File: src/rtl/mips_multicycle_ctrl.sv
// Multi-cycle control FSM for the 16-bit-PC MIPS datapath: sequences fetch/decode/execute
// over a shared ALU and memory port, with req/ack memory timeout, illegal-opcode trap and retire counter.
module mips_multicycle_ctrl #(
    parameter int unsigned CNT_W   = 16,
    parameter int unsigned TIMEOUT = 8
) (
    input  logic             clk,
    input  logic             reset,
    input  logic             run,
    input  logic             clear_trap,
    input  logic [5:0]       opcode,
    input  logic             zero,
    input  logic             mem_ack,
    output logic             mem_req,
    output logic             mem_we,
    output logic             iord,
    output logic             ir_write,
    output logic             pc_write,
    output logic             pc_write_cond,
    output logic [1:0]       pc_src,
    output logic             alu_src_a,
    output logic [1:0]       alu_src_b,
    output logic [1:0]       alu_op,
    output logic             reg_write,
    output logic             reg_dst,
    output logic             memto_reg,
    output logic [3:0]       state,
    output logic             illegal,
    output logic [CNT_W-1:0] instr_count
);

    localparam int unsigned WAIT_W = 8;

    localparam logic [5:0] OP_RTYPE = 6'h00;
    localparam logic [5:0] OP_LW    = 6'h23;
    localparam logic [5:0] OP_SW    = 6'h2B;
    localparam logic [5:0] OP_BEQ   = 6'h04;
    localparam logic [5:0] OP_J     = 6'h02;
    localparam logic [5:0] OP_ADDI  = 6'h08;

    typedef enum logic [3:0] {
        S_IDLE     = 4'd0,
        S_FETCH    = 4'd1,
        S_DECODE   = 4'd2,
        S_MEM_ADDR = 4'd3,
        S_MEM_RD   = 4'd4,
        S_MEM_WB   = 4'd5,
        S_MEM_WR   = 4'd6,
        S_EXEC_R   = 4'd7,
        S_R_WB     = 4'd8,
        S_BRANCH   = 4'd9,
        S_JUMP     = 4'd10,
        S_ADDI_EX  = 4'd11,
        S_ADDI_WB  = 4'd12,
        S_TRAP     = 4'd13
    } state_e;

    state_e             state_q, state_d;
    logic [WAIT_W-1:0]  wait_q, wait_d;
    logic [CNT_W-1:0]   instr_count_q, instr_count_d;
    logic               retire;
    logic               timeout_hit;

    // Branch resolution happens in the datapath through pc_write_cond.
    logic unused_zero;
    assign unused_zero = zero;

    assign timeout_hit = (wait_q == WAIT_W'(TIMEOUT - 1));

    always_ff @(posedge clk or posedge reset) begin
        if (reset) begin
            state_q       <= S_IDLE;
            wait_q        <= '0;
            instr_count_q <= '0;
        end else begin
            state_q       <= state_d;
            wait_q        <= wait_d;
            instr_count_q <= instr_count_d;
        end
    end

    always_comb begin
        state_d       = state_q;
        retire        = 1'b0;
        mem_req       = 1'b0;
        mem_we        = 1'b0;
        iord          = 1'b0;
        ir_write      = 1'b0;
        pc_write      = 1'b0;
        pc_write_cond = 1'b0;
        pc_src        = 2'd0;
        alu_src_a     = 1'b0;
        alu_src_b     = 2'd0;
        alu_op        = 2'd0;
        reg_write     = 1'b0;
        reg_dst       = 1'b0;
        memto_reg     = 1'b0;
        illegal       = 1'b0;

        case (state_q)
            S_IDLE: begin
                if (run) state_d = S_FETCH;
            end
            S_FETCH: begin
                mem_req   = 1'b1;
                alu_src_b = 2'd1;
                if (mem_ack) begin
                    ir_write = 1'b1;
                    pc_write = 1'b1;
                    state_d  = S_DECODE;
                end else if (timeout_hit) begin
                    state_d = S_TRAP;
                end
            end
            S_DECODE: begin
                alu_src_b = 2'd3;
                case (opcode)
                    OP_RTYPE:     state_d = S_EXEC_R;
                    OP_LW, OP_SW: state_d = S_MEM_ADDR;
                    OP_BEQ:       state_d = S_BRANCH;
                    OP_J:         state_d = S_JUMP;
                    OP_ADDI:      state_d = S_ADDI_EX;
                    default:      state_d = S_TRAP;
                endcase
            end
            S_MEM_ADDR: begin
                alu_src_a = 1'b1;
                alu_src_b = 2'd2;
                state_d   = (opcode == OP_LW) ? S_MEM_RD : S_MEM_WR;
            end
            S_MEM_RD: begin
                mem_req = 1'b1;
                iord    = 1'b1;
                if (mem_ack)          state_d = S_MEM_WB;
                else if (timeout_hit) state_d = S_TRAP;
            end
            S_MEM_WB: begin
                reg_write = 1'b1;
                memto_reg = 1'b1;
                retire    = 1'b1;
            end
            S_MEM_WR: begin
                mem_req = 1'b1;
                mem_we  = 1'b1;
                iord    = 1'b1;
                if (mem_ack)          retire  = 1'b1;
                else if (timeout_hit) state_d = S_TRAP;
            end
            S_EXEC_R: begin
                alu_src_a = 1'b1;
                alu_op    = 2'd2;
                state_d   = S_R_WB;
            end
            S_R_WB: begin
                reg_write = 1'b1;
                reg_dst   = 1'b1;
                retire    = 1'b1;
            end
            S_BRANCH: begin
                alu_src_a     = 1'b1;
                alu_op        = 2'd1;
                pc_write_cond = 1'b1;
                pc_src        = 2'd1;
                retire        = 1'b1;
            end
            S_JUMP: begin
                pc_write = 1'b1;
                pc_src   = 2'd2;
                retire   = 1'b1;
            end
            S_ADDI_EX: begin
                alu_src_a = 1'b1;
                alu_src_b = 2'd2;
                state_d   = S_ADDI_WB;
            end
            S_ADDI_WB: begin
                reg_write = 1'b1;
                retire    = 1'b1;
            end
            S_TRAP: begin
                illegal = 1'b1;
                if (clear_trap) state_d = S_IDLE;
            end
            default: state_d = S_TRAP;
        endcase

        // run is only consulted at instruction boundaries
        if (retire) state_d = run ? S_FETCH : S_IDLE;
    end

    // Wait counter restarts whenever the FSM changes state, so each access gets a fresh budget.
    always_comb begin
        wait_d = '0;
        if ((state_d == state_q) && mem_req && !mem_ack) wait_d = wait_q + WAIT_W'(1);
    end

    always_comb begin
        instr_count_d = instr_count_q;
        if (retire) instr_count_d = instr_count_q + CNT_W'(1);
    end

    assign state       = state_q;
    assign instr_count = instr_count_q;

endmodule

File: config.mk
export PLATFORM = sky130hd
export DESIGN_NAME = mips_multicycle_ctrl
export DESIGN_NICKNAME = d
export VERILOG_FILES = /design/src/rtl/mips_multicycle_ctrl.sv
export SDC_FILE = /design/constraint.sdc
export NUM_CORES = 1
export LEC_CHECK = 0
export ABC_AREA = 1
export CORE_MARGIN = 5
export CORE_UTILIZATION = 32
export DETAILED_ROUTE_END_ITERATION = 10
export SETUP_SLACK_MARGIN = 0.05
export SYNTH_ARGS = -nofsm -noshare
export SYNTH_HDL_FRONTEND = slang
export SYNTH_SLANG_ARGS = --single-unit
File: constraint.sdc
create_clock -name clk -period 2.4 [get_ports clk]
set_input_delay 0.48 -clock clk [delete_from_list [all_inputs] [get_ports clk]]
set_output_delay 0.48 -clock clk [all_outputs]
set_load 0.01 [all_outputs]
==> results.py, run 1 <==
metrics = {
    "status": {
        "status": "completed",
    },
    "min_path": {
        "min_path_cells": 1,
        "hp-start": "wait_q[0]$_DFF_PP0_",
        "hp-class": "reg -> reg",
        "worstHoldEndpoint": "wait_q[0]$_DFF_PP0_",
    },
    "floorplanning": {
        "rows": 27,
        "die-width_um": 85.9,
        "ios": 49,
        "core_area_sq_um": 5540,
        "floorplan.initialDensity_pct": 33.2,
        "die_h_um": 85.9,
        "die_area_sq_um": 7370,
    },
    "routing": {
        "wl_um": 4550,
        "drt-initial-drc-count": 107,
        "ant_nets": 0,
        "drc": 0,
        "vias": 1774,
        "dr.pass1.iters": 4,
        "post_drt_wl_per_cell_um": 12.0,
        "via_per_inst": 4.66,
    },
    "setup_path": {
        "crit_required_ps": 1920,
        "path_max_fanout": 7,
        "worstReg2RegEnd": "instr_count[8]$_DFFE_PP0P_",
        "r2r_cells": 9,
        "timing.critical_path.to_type": "primary output",
        "regToRegSetupSlack_ps": 640,
        "crit_type": "reg -> out",
        "arrival_ps": 1760,
        "startpoint_type": "flip-flop",
        "rr_startpoint": "state[2]$_DFF_PP0_",
    },
    "synthesis": {
        "netlist_instances": 254,
        "synth-main-ff-cell": "dfrtp_1",
        "yosys_register_bits": 28,
        "synthTopCellsByCount": "nand2_1 (59), inv_1 (41), nor2_1 (37), dfrtp_1 (28)",
        "ys_types": 30,
        "synth-seq-area-share_pct": 38.0,
        "synth_top_area_share_pct": 38.0,
        "syn_area_sq_um": 1840,
        "yosys-top-cells-area": "dfrtp_1 (38%), nand2_1 (12%), inv_1 (8.4%), nor2_1 (7.5%), xor2_1 (5.2%)",
        "async_reset_ff_share_pct": 100,
        "synth_most_common_cell": "nand2_1",
        "yosys.area.top_type": "dfrtp_1",
        "synth_edf_count": 0,
        "yosys_warnings": 0,
        "avgSynthCellArea_sq_um": 7.25,
        "syn-num-nets": 268,
    },
    "global_routing": {
        "grt_usage_pct": 13.1,
        "grt_max_degree": 29,
        "grt-ovfl-total": 0,
        "grt_pass1_vias": 1752,
        "grt_pass1_wl_um": 8020,
        "antenna_found_initial": 0,
    },
    "final_layout": {
        "instances_no_fill": 381,
        "diodes": 0,
        "fin_nets": 324,
        "fillers": 587,
        "seqCellArea_sq_um": 703,
        "area_growth_pct": 37.6,
        "drive_gt1_share_pct": 12.3,
        "multi_input_area_sq_um": 983,
    },
    "cts": {
        "cts_buffer_depth": 2,
        "holdBufCountCts": 0,
        "clk-insertion-delay-late_ps": 270,
        "h-tree-depth": 1,
        "numCtsBuffers": 3,
        "cts_tree": "built",
        "root_buffer": "clkbuf_8",
        "clk_pin_slew_worst_paths_ps": 90,
        "cts.sinks": 28,
    },
    "placed_design": {
        "port_buffers": 47,
        "dpl.hpwl_um": 3560,
        "dp.cells": 374,
        "place_ws_ps": 189,
        "gp_congestion": 0.923,
    },
    "timing": {
        "period_needed_ps": 2240,
        "maxSlewHeadroom_pct": 75.7,
        "worstMarginPinSlew_ps": 363,
        "rsz0062_at_grt": "true",
        "holdWs_ps": 462,
        "setup_tns_ps": 0,
        "finalSetupViolations": 0,
        "period_share_pct": 93.3,
        "timing.final.max_slew_violations": 0,
        "setup_ws_ps": 161,
        "skew_ps": 2.46,
        "max_freq_ghz": 0.447,
        "hold_viol": 0,
    },
    "pwr": {
        "power_density_nw_per_um2": 863,
        "p_leak_nw": 1.31,
        "vdd_drop_max_v": 0.000441,
    },
    "run": {
        "drv_cap": 0,
    },
}
==> layout make-up <==
class	instances	share of cell area, %
Clock buffer	4	2.17
Inverter	44	6.62
Multi-Input combinational cell	179	38.8
Sequential cell	28	27.8
Tap cell	72	3.56
Timing Repair Buffer	54	21.1
==> power breakdown <==
part	switching, mW	leakage (nW)	total, mW	internal, mW
Sequential	0.149	0.358	0.729	0.580
Clock	0.145	0.0288	0.292	0.147
Combinational	0.632	0.919	1.17	0.535
==> state kept, by name, summed over array words and instances, names as in the netlist <==
register	flops
instr_count	16
state	4
wait_q	8
==> critical path: stages (launching register included) <==
cell	delay, ps
dfrtp_2	480
nor2_1	270
a21oi_2	130
inv_1	60
clkdlybuf4s50_1	530
==> per-layer routing <==
layer | wire, um | up-vias | global-route usage (%) | part of all wire (%)
li1 | - | 912 | - | -
met3 | 139 | 2 | 2.31 | 3.1
met4 | 19 | 0 | 2.45 | 0.42
met2 | 2230 | 29 | 22.1 | 49
met1 | 2170 | 831 | 17.6 | 48
met5 | 0 | - | 0 | 0
==> per-stage QoR <==
| stage | power, mW | util [%] | cell area [sq um] |
|---|---|---|---|
| after floorplan | 1.35 | - | 1840 |
| after global placement | 1.83 | 43.4 | 2410 |
| after detailed placement | 1.84 | 43.4 | 2410 |
| after CTS | 2.15 | 44.5 | 2470 |
| after global routing | 2.36 | 45.7 | 2530 |
| final | 2.19 | 45.7 | 2530 |
==> how the worst max path moves through the flow <==
stage | slack, ps | from | cells after the start | to
6_report | 160 | state[0]$_DFF_PP0_ | 4 | reg_write
4_1_cts | 50 | state[0]$_DFF_PP0_ | 6 | alu_src_b[1]
3_5_place_dp | 190 | mem_ack | 4 | pc_write
3_3_place_gp | 190 | mem_ack | 4 | pc_write
2_1_floorplan | 710 | state[3]$_DFF_PP0_ | 5 | pc_write
5_1_grt | 50 | state[2]$_DFF_PP0_ | 6 | mem_req
==> placed cells by master (no fill, tap or decap), types with 5 or more instances in the layout <==
master	n
nor2_1	34
inv_1	40
nand3_1	12
clkdlybuf4s50_1	41
dfrtp_1	26
dlymetal6s2s_1	5
nand2_2	8
nand4_1	12
xor2_1	11
buf_4	7
nand2_1	55
nor3_1	6
o21ai_0	11
==> cell families (layout without fill, tap and decap cells) <==
| group | after synthesis | count (layout) | synth area share (%) |
|---|---|---|---|
| and+or+nand+nor | 143 | 143 | 36.9 |
| buffers and inverters | 47 | 102 | 10.4 |
| DFF | 28 | 28 | 38.0 |
| AOI/OAI and AO/OA | 18 | 18 | 5.30 |
| xor gates and xnor gates | 16 | 16 | 8.02 |
| adders and majority gates | 2 | 2 | 1.36 |
==> repair_timing <==
action / 4_1_cts / 5_1_grt
setup buffers: 0 / 3
pin swaps: 0 / 1
resized for setup: 5 / 15
endpoints found under the setup margin: 5 / 11
(Power assumes the default switching activity.)
==> run 2: changes to the inputs <==
Settings changed: CAP_MARGIN from default to 40.
==> results of run 2 <==
Final layout, timing and power as in run 1 (identical DEF).
==> run 3: changes to the inputs <==
Settings changed: ABC_CLOCK_PERIOD_IN_PS from default to 2400, SETUP_SLACK_MARGIN 0.05 to default.
==> run 3 against run 2 <==
Cell area shrank 1.5%. Die area unchanged. Clock skew hardly changed. Cell count down 0.52%. Sequential power barely moved. Highest routed layer unchanged.
==> results.py, run 3 (synthesized netlist as in run 1, its figures left out) <==
metrics = {
    "status": {
        "status": "completed",
    },
    "pwr": {
        "pwr-share-seq_pct": 33.5,
        "p_int_mw": 1.25,
        "p_switching_mw": 0.916,
        "vdd_drop_max_v": 0.000440,
        "clock_power_share_pct": 13.4,
        "switching_share_pct": 42.2,
        "pwr-share-comb_pct": 53.1,
        "power_density_nw_per_um2": 870,
        "p_leak_nw": 1.20,
    },
    "setup_path": {
        "worstReg2RegEnd": "instr_count[8]$_DFFE_PP0P_",
        "rr_startpoint": "state[2]$_DFF_PP0_",
        "crit_type": "reg -> out",
        "path_max_fanout": 5,
        "crit_required_ps": 1920,
        "startpoint_type": "flip-flop",
        "arrival_ps": 1790,
        "timing.critical_path.to_type": "primary output",
        "r2r_cells": 9,
        "regToRegSetupSlack_ps": 640,
    },
    "run": {
        "drv_cap": 0,
    },
    "global_routing": {
        "grt_pass1_wl_um": 8000,
        "grt_usage_pct": 13.1,
        "antenna_found_initial": 0,
        "grt-ovfl-total": 0,
        "grt_max_degree": 29,
        "grt_pass1_vias": 1761,
    },
    "timing": {
        "setup_tns_ps": 0,
        "skew_ps": 2.29,
        "finalSetupViolations": 0,
        "worstMarginPinSlew_ps": 360,
        "hold_viol": 0,
        "rsz0062_at_grt": "false",
        "period_needed_ps": 2270,
        "max_freq_ghz": 0.441,
        "maxSlewHeadroom_pct": 75.9,
        "timing.final.max_slew_violations": 0,
        "holdWs_ps": 462,
        "period_share_pct": 94.6,
    },
    "floorplanning": {
        "ios": 49,
        "die_area_sq_um": 7370,
        "die-width_um": 85.9,
        "floorplan.initialDensity_pct": 33.2,
        "rows": 27,
        "die_h_um": 85.9,
        "core_area_sq_um": 5540,
    },
    "cts": {
        "root_buffer": "clkbuf_8",
        "cts.sinks": 28,
        "h-tree-depth": 1,
        "cts_tree": "built",
        "cts_buffer_depth": 2,
        "holdBufCountCts": 0,
        "clk_pin_slew_worst_paths_ps": 90,
        "clk-insertion-delay-late_ps": 270,
        "numCtsBuffers": 3,
    },
    "routing": {
        "vias": 1763,
        "via_per_inst": 4.65,
        "drt-initial-drc-count": 86,
        "drc": 0,
        "wl_um": 4530,
        "dr.pass1.iters": 4,
        "ant_nets": 0,
        "post_drt_wl_per_cell_um": 11.9,
    },
    "final_layout": {
        "final_cell_mix": "nand2_1 (56), clkdlybuf4s50_1 (46), inv_1 (40), nor2_1 (34), dfrtp_1 (26)",
        "diodes": 0,
        "drive_gt1_share_pct": 11.1,
        "area_growth_pct": 35.5,
        "fin_nets": 322,
        "layout_commonest_cell": "nand2_1",
        "largest_register_ffs": 16,
    },
    "min_path": {
        "min_path_cells": 1,
        "hp-class": "reg -> reg",
        "hp-start": "wait_q[0]$_DFF_PP0_",
        "worstHoldEndpoint": "wait_q[0]$_DFF_PP0_",
    },
    "placed_design": {
        "dpl.hpwl_um": 3560,
        "port_buffers": 47,
        "gp_congestion": 0.923,
    },
}
-- run 3: cell types whose count changed in the layout (fill, tap and decap cells not counted), sizes merged --
cell           previous run  this run
clkdlybuf4s50            41        46
buf                       7         5
dlymetal6s2s              5         0
-- run 3: stage by stage --
stage               cells  setup slack (ps)  power, mW  area, sq um  utilization (%)
floorplan             254               707       1.35         1840                -
global placement      374               186       1.83         2410             43.4
detailed placement    374               189       1.84         2410             43.4
CTS                   378              18.7       2.15         2470             44.5
global route          379              9.04       2.34         2490             45.0
finish                379               130       2.17         2490             45.0
-- run 3: worst max-delay path by stage --
| stage | slack [ps] | depth (start not counted) | startpoint | end |
|---|---|---|---|---|
| floorplan | 710 | 5 | state[3]$_DFF_PP0_ | pc_write |
| global placement | 190 | 4 | mem_ack | pc_write |
| detailed placement | 190 | 4 | mem_ack | pc_write |
| CTS | 20 | 6 | state[0]$_DFF_PP0_ | alu_src_b[1] |
| global route | 9 | 6 | state[2]$_DFF_PP0_ | iord |
| finish | 130 | 5 | state[2]$_DFF_PP0_ | pc_src[1] |
-- run 3: layout make-up --
class	count	area (sq um)
fillers	594	3050
repair buffers	52	507
flip-flops and latches	28	703
well taps	72	90.1
inverters	44	165
multi-input cells	179	975
clock buffers	4	55.1
-- run 3: worst max-delay path, stage by stage, from the launching register on --
cell and delay [ps]:
dfrtp_1 420, buf_4 170, nor2_2 130, nand2_1 150, inv_1 100, clkdlybuf4s50_1 540
-- run 3: layer usage --
metal | vias up | share of wire, % | GRT usage, %
li1 | 905 | - | -
met1 | 826 | 47 | 17.2
met2 | 30 | 50 | 22.4
met3 | 2 | 3.3 | 2.31
met4 | 0 | 0.42 | 2.45
met5 | - | 0 | 0
-- run 3: timing repair --
action,CTS,global route
buffers inserted,0,1
setup endpoints to repair,4,8
resized for setup,4,8
pin swaps,0,0
-- run 3: power by group through the flow --
stage / logic, mW / clock network, mW / registers, mW
floorplan: 0.595 / 0 / 0.753
global placement: 1.10 / 0 / 0.731
detailed placement: 1.11 / 0 / 0.731
CTS: 1.12 / 0.301 / 0.725
global route: 1.27 / 0.321 / 0.755
finish: 1.15 / 0.292 / 0.726
